--- config.mk ---
export PLATFORM = sky130hd
export DESIGN_NAME = free_list
export DESIGN_NICKNAME = d
export VERILOG_FILES = /design/src/rtl/free_list_pkg.sv /design/src/rtl/free_list_checker.sv /design/src/rtl/lane_prefix_count.sv /design/src/rtl/free_list.sv
export SDC_FILE = /design/constraint.sdc
export NUM_CORES = 1
export LEC_CHECK = 0
export BUFFER_PORTS_ARGS = -buffer_cell sky130_fd_sc_hd__buf_2
export CORE_MARGIN = 5
export CORE_UTILIZATION = 60
export CTS_CLUSTER_SIZE = 14
export DETAILED_ROUTE_END_ITERATION = 16
export GPL_TIMING_DRIVEN = 0
export PLACE_DENSITY_LB_ADDON = 0.12
export SYNTH_ARGS = -nofsm -noshare
export SYNTH_HDL_FRONTEND = slang
export SYNTH_SLANG_ARGS = --single-unit
--- constraint.sdc ---
create_clock -name clock -period 9.46 [get_ports clock]
set_input_delay 0.473 -clock clock [delete_from_list [all_inputs] [get_ports clock]]
set_output_delay 0.473 -clock clock [all_outputs]
set_load 0.05 [all_outputs]
--- src/rtl/free_list_pkg.sv ---
// Shared sizing, types and pointer helpers for the rename free list.
package free_list_pkg;

  localparam int N       = 2;
  localparam int PHYS_SZ = 64;
  localparam int ARCH_SZ = 32;
  localparam int DEPTH   = PHYS_SZ - ARCH_SZ;
  localparam int IDX_W   = $clog2(PHYS_SZ);
  localparam int SLOT_W  = $clog2(DEPTH);
  localparam int PTR_W   = SLOT_W + 1;
  localparam int CNT_W   = $clog2(DEPTH + 1);
  localparam int LANE_W  = $clog2(N + 1);

  typedef logic [IDX_W-1:0] phys_reg_idx_t;
  typedef logic [PTR_W-1:0] fl_ptr_t;

  // Storage slot addressed by a pointer; the wrap bit is dropped.
  function automatic logic [SLOT_W-1:0] ptr_slot(input fl_ptr_t p);
    return p[SLOT_W-1:0];
  endfunction

endpackage

--- src/rtl/free_list_checker.sv ---
// Simulation-only watcher for free pushes that would overrun the list.
module free_list_checker (
  input logic clock,
  input logic reset,
  input logic overflow_push
);

  // Report each cycle in which retiring lanes find no room.
  always @(posedge clock) begin
    if (!reset) begin
      assert (!overflow_push)
        else $warning("free_list: free push while full, excess entries dropped");
    end
  end

endmodule

--- src/rtl/lane_prefix_count.sv ---
// Per-lane exclusive prefix popcount of a lane-valid vector, plus its total.
module lane_prefix_count #(
  parameter int W  = 2,
  parameter int CW = $clog2(W + 1)
) (
  input  logic [W-1:0]         vec,
  output logic [W-1:0][CW-1:0] prefix,
  output logic [CW-1:0]        total
);

  logic [CW-1:0] acc_s;

  // Running sum: lane i sees the count of set lanes below it.
  always_comb begin
    acc_s = {CW{1'b0}};
    for (int i = 0; i < W; i++) begin
      prefix[i] = acc_s;
      acc_s     = acc_s + CW'(vec[i]);
    end
    total = acc_s;
  end

endmodule

--- src/rtl/free_list.sv ---
// Circular free list of physical register indices with a retirement-time
// head shadow so mispredict recovery restores the list in one cycle.
module free_list
  import free_list_pkg::*;
(
  input  logic                      clock,
  input  logic                      reset,
  input  logic [N-1:0]              alloc_req,
  output phys_reg_idx_t [N-1:0]     free_reg,
  output logic                      alloc_stall,
  output logic [CNT_W-1:0]          free_count,
  output logic [LANE_W-1:0]         num_avail,
  input  logic [N-1:0]              retire_valid,
  input  phys_reg_idx_t [N-1:0]     retire_t_old,
  input  logic                      restore_en,
  output logic                      overflow_err
);

  phys_reg_idx_t             entries_r [DEPTH];
  fl_ptr_t                   head_r, tail_r, ret_head_r;
  fl_ptr_t                   head_next_s, tail_next_s, ret_head_next_s;
  logic [CNT_W-1:0]          count_r, room_s;
  logic                      overflow_r, over_s;
  logic [N-1:0][LANE_W-1:0]  alloc_pre_s, free_pre_s;
  logic [LANE_W-1:0]         alloc_tot_s, free_tot_s, push_cnt_s;
  logic [N-1:0]              push_ok_s;

  lane_prefix_count #(.W(N), .CW(LANE_W)) u_alloc_cnt (
    .vec    (alloc_req),
    .prefix (alloc_pre_s),
    .total  (alloc_tot_s)
  );

  lane_prefix_count #(.W(N), .CW(LANE_W)) u_free_cnt (
    .vec    (retire_valid),
    .prefix (free_pre_s),
    .total  (free_tot_s)
  );

  // Grants read straight from storage; frees of this cycle are not bypassed.
  always_comb begin
    for (int i = 0; i < N; i++) begin
      if (alloc_req[i]) begin
        free_reg[i] = entries_r[ptr_slot(head_r + PTR_W'(alloc_pre_s[i]))];
      end else begin
        free_reg[i] = {IDX_W{1'b0}};
      end
    end
  end

  // Push acceptance: lanes beyond the remaining room are dropped.
  always_comb begin
    room_s = CNT_W'(DEPTH) - count_r;
    over_s = CNT_W'(free_tot_s) > room_s;
    for (int i = 0; i < N; i++) begin
      push_ok_s[i] = retire_valid[i] && (CNT_W'(free_pre_s[i]) < room_s);
    end
    if (over_s) begin
      push_cnt_s = LANE_W'(room_s);
    end else begin
      push_cnt_s = free_tot_s;
    end
  end

  // Pointer updates; recovery snaps head to the post-retire shadow.
  always_comb begin
    alloc_stall     = CNT_W'(alloc_tot_s) > count_r;
    ret_head_next_s = ret_head_r + PTR_W'(free_tot_s);
    tail_next_s     = tail_r + PTR_W'(push_cnt_s);
    if (restore_en) begin
      head_next_s = ret_head_next_s;
    end else if (!alloc_stall) begin
      head_next_s = head_r + PTR_W'(alloc_tot_s);
    end else begin
      head_next_s = head_r;
    end
  end

  // State registers and storage writes.
  always_ff @(posedge clock or posedge reset) begin
    if (reset) begin
      head_r     <= {PTR_W{1'b0}};
      ret_head_r <= {PTR_W{1'b0}};
      tail_r     <= PTR_W'(DEPTH);
      count_r    <= CNT_W'(DEPTH);
      overflow_r <= 1'b0;
      for (int i = 0; i < DEPTH; i++) begin
        entries_r[i] <= phys_reg_idx_t'(ARCH_SZ + i);
      end
    end else begin
      head_r     <= head_next_s;
      ret_head_r <= ret_head_next_s;
      tail_r     <= tail_next_s;
      count_r    <= CNT_W'(tail_next_s - head_next_s);
      overflow_r <= overflow_r | over_s;
      for (int i = 0; i < N; i++) begin
        if (push_ok_s[i]) begin
          entries_r[ptr_slot(tail_r + PTR_W'(free_pre_s[i]))] <= retire_t_old[i];
        end
      end
    end
  end

  assign free_count   = count_r;
  assign num_avail    = (count_r > CNT_W'(N)) ? LANE_W'(N) : LANE_W'(count_r);
  assign overflow_err = overflow_r;

  free_list_checker u_chk (
    .clock         (clock),
    .reset         (reset),
    .overflow_push (over_s)
  );

endmodule

==> metrics.txt <==
status complete, no violations; Synth top area share between 20% and 30%; data required time of the critical path 8990 ps; CTS Hold Bufs 0; vias in the first global route 11249; Final Total Pwr roughly 6.6 mW; FF-to-FF Start head_r[1]$_DFF_PP0_; main area contributors after synthesis dfstp_2 21%, mux4_2 19%, dfrtp_1 18%, mux2i_1 14%, a21oi_1 5.1%; DR pass1 iterations 5; Remaining DRCs 0; crit path launch head_r[0]$_DFF_PP0_; Syn Nets approximately 1400; Critical Path Fanout Max 10; Max Cap Violations 0; Via density ~6.6; reg2reg end free_count[5]$_DFF_PP1_; most frequent cells after synthesis 205 x mux2i_1, 157 x nor2_1, 150 x a21oi_1, 120 x mux4_2, 114 x dfstp_2; Root Driver clkbuf_16; Unique masters post-synth 54; power per cell area about 410 mW/mm^2; core area ~0.024 sq mm; first-pass GRT wire length 70.7 mm; Crit Path Class reg2out; placed cells ~1700; die area 0.0275 sq mm; Avg WL per Cell about 27 um; Synth area leader dfstp_2; RSZ-0062 raised after global routing false; Setup crit start kind flip-flop; largest net degree at the start of global routing 120; Rel. slew slack between 20 and 30%; overall routed net length around 47 mm; CTS resizes 0; RD Place Congestion just over 1; Synth Area per Inst 11.0 sq um; most common cell in the netlist mux2i_1; CTS Buf Count 25; CP cell instances ha_1 > ha_1 > buf_2 > clkbuf_1 > mux4_2 > mux4_2 > mux2i_1 > nor2b_1 > buf_2; fin. max-slew vios 0; final std cells w/o fill between 1500 and 2000; via count between 10000 and 15000; synth-to-layout area growth 9.80%; Final Util between 60% and 70%; CTS sink cnt roughly 220; Worst Path Arrival approximately 4400 ps; Final Hold Vio Count 0; Initial Util approximately 60%; dpl hpwl between 30 and 40 mm; Final Skew between 15 and 20 ps; worst hold-check path type in2async; Clock transition at path regs roughly 60 ps; period utilization between 50% and 60%; Post-layout nets 1442; Rows 57; Reg2Reg Depth 13; CP endpoint free_reg[6]; Post-Syn Instances between 1000 and 1500; Final setup viols 0; CTS tree done; Yosys reg bits 217; Syn Std Cell Area around 0.015 sq mm; post-synthesis sequential area ratio 38.2%; Fill cells 1993; ys flop type dfstp_2; Lkg Pwr ~7.5 nW; TNS Setup 0 ps; initial antenna violation count 1; maximum vdd drop about 0.00023 V; share of layout cells above drive strength 1 between 20% and 30%; Diodes inserted 0; min Tclk post-route 4850 ps; die height 166 um; R2R setup slack between 5000 and 6000 ps; ys async rst share 100%; Crit path largest cell delay slightly above 800 ps; I/O pin count 41; antenna-violating nets left 0; yosys warns 0; clock latency on the worst-skew pair between 500 and 600 ps; slew at the pin closest to its max-slew limit roughly 1100 ps; Die Wd about 170 um; gr ovfl total 0; setup bufs post-CTS 0; Longest Clk Path Bufs 3; Initial DRC Count between 1000 and 1500; port buffer count 40; critical path capture point type output pin; Critical-path top delay cell clkbuf_1; gr usage total between 30% and 40%; number of synthesized flops with an enable pin 0; Fmax slightly above 200 MHz; H-tree Lvls 1
==> cell type report <==
class | count | area, sq um | area share, %
Multi-Input combinational cell | 947 | 8180 | 51.1
Sequential cell | 217 | 5570 | 34.8
Buffer | 138 | 739 | 4.62
Clock buffer | 32 | 682 | 4.26
Tap cell | 324 | 405 | 2.53
Timing Repair Buffer | 41 | 228 | 1.42
Clock inverter | 14 | 108 | 0.672
Inverter | 25 | 101 | 0.633
==> flip-flops by register name, indices dropped and copies added (netlist names) <==
signal        cells
free_count        6
overflow_err      1
entries_r       192
tail_r            6
head_r            6
ret_head_r        6
==> power by group <==
| group | switching (mW) | internal [mW] |
|---|---|---|
| Clock | 0.414 | 0.538 |
| Combinational | 2.02 | 1.69 |
| Sequential | 0.398 | 1.58 |
| Total | 2.83 | 3.81 |
==> worst max-delay path, delay by kind of cell (launching register included) <==
family                   cells  cell delay (ps)
flip-flops                   1              470
AND/OR/NAND/NOR              1               80
adder cells (fa/ha/maj)      2              630
buffers and inverters        3             1400
multiplexers                 3             1270
==> metrics by stage <==
step,hold WS (ps),worst slack [ps],instance area [sq um]
2_1_floorplan,458,3240,14600
3_3_place_gp,449,454,15200
3_5_place_dp,455,5110,15200
4_1_cts,91.3,4760,16000
5_1_grt,127,4610,16000
6_report,62.6,4610,16000
==> placed cells by master (no fill, tap or decap), types with 3 or more instances in the layout <==
master / Yosys / routed
mux2i_1: 205 / 205
nor2_1: 157 / 157
a21oi_1: 150 / 150
mux4_2: 120 / 120
dfstp_2: 114 / 114
dfrtp_1: 103 / 103
buf_2: 57 / 97
nand2_1: 69 / 69
clkbuf_1: 45 / 49
o21ai_1: 40 / 40
nand3_1: 35 / 35
or3_1: 27 / 27
clkbuf_16: 0 / 25
inv_1: 25 / 24
ha_1: 24 / 24
o21ai_0: 17 / 17
xnor2_1: 16 / 16
nor2b_1: 16 / 16
buf_4: 14 / 14
buf_6: 13 / 13
xor2_1: 10 / 10
buf_1: 9 / 9
clkinv_2: 0 / 9
and3_1: 8 / 8
nor3_1: 5 / 5
nand2b_1: 4 / 4
fa_1: 4 / 4
nand3b_2: 3 / 3
a21o_1: 3 / 3
or3b_2: 3 / 3
clkbuf_8: 0 / 3
==> layer usage <==
layer | GRT usage (%) | routed length [um]
met1 | 45.5 | 17600
met2 | 49.2 | 20300
met3 | 11.4 | 6140
met4 | 16.2 | 2680
met5 | 0 | 19
==> cell families (layout without fill, tap and decap cells) <==
kind of cell | count (synthesis) | in the layout | share of synthesized area (%)
AOI/OAI and AO/OA | 227 | 227 | 8.47
xor gates and xnor gates | 26 | 26 | 1.56
adders and majority gates | 28 | 28 | 2.61
buffers and inverters | 163 | 250 | 5.71
DFF | 217 | 217 | 38.2
muxes | 326 | 326 | 32.7
and+or+nand+nor | 340 | 340 | 10.8
==> worst min path at each step <==
stage,startpoint,end,slack [ps]
finish,reset,entries_r[118]$_DFF_PP0_,60
global placement,overflow_err$_DFF_PP0_,overflow_err$_DFF_PP0_,450
CTS,reset,entries_r[118]$_DFF_PP0_,90
floorplan,ret_head_r[4]$_DFF_PP0_,ret_head_r[4]$_DFF_PP0_,460
detailed placement,overflow_err$_DFF_PP0_,overflow_err$_DFF_PP0_,460
global route,reset,entries_r[118]$_DFF_PP0_,130
Power figures use the tool's default switching activity.
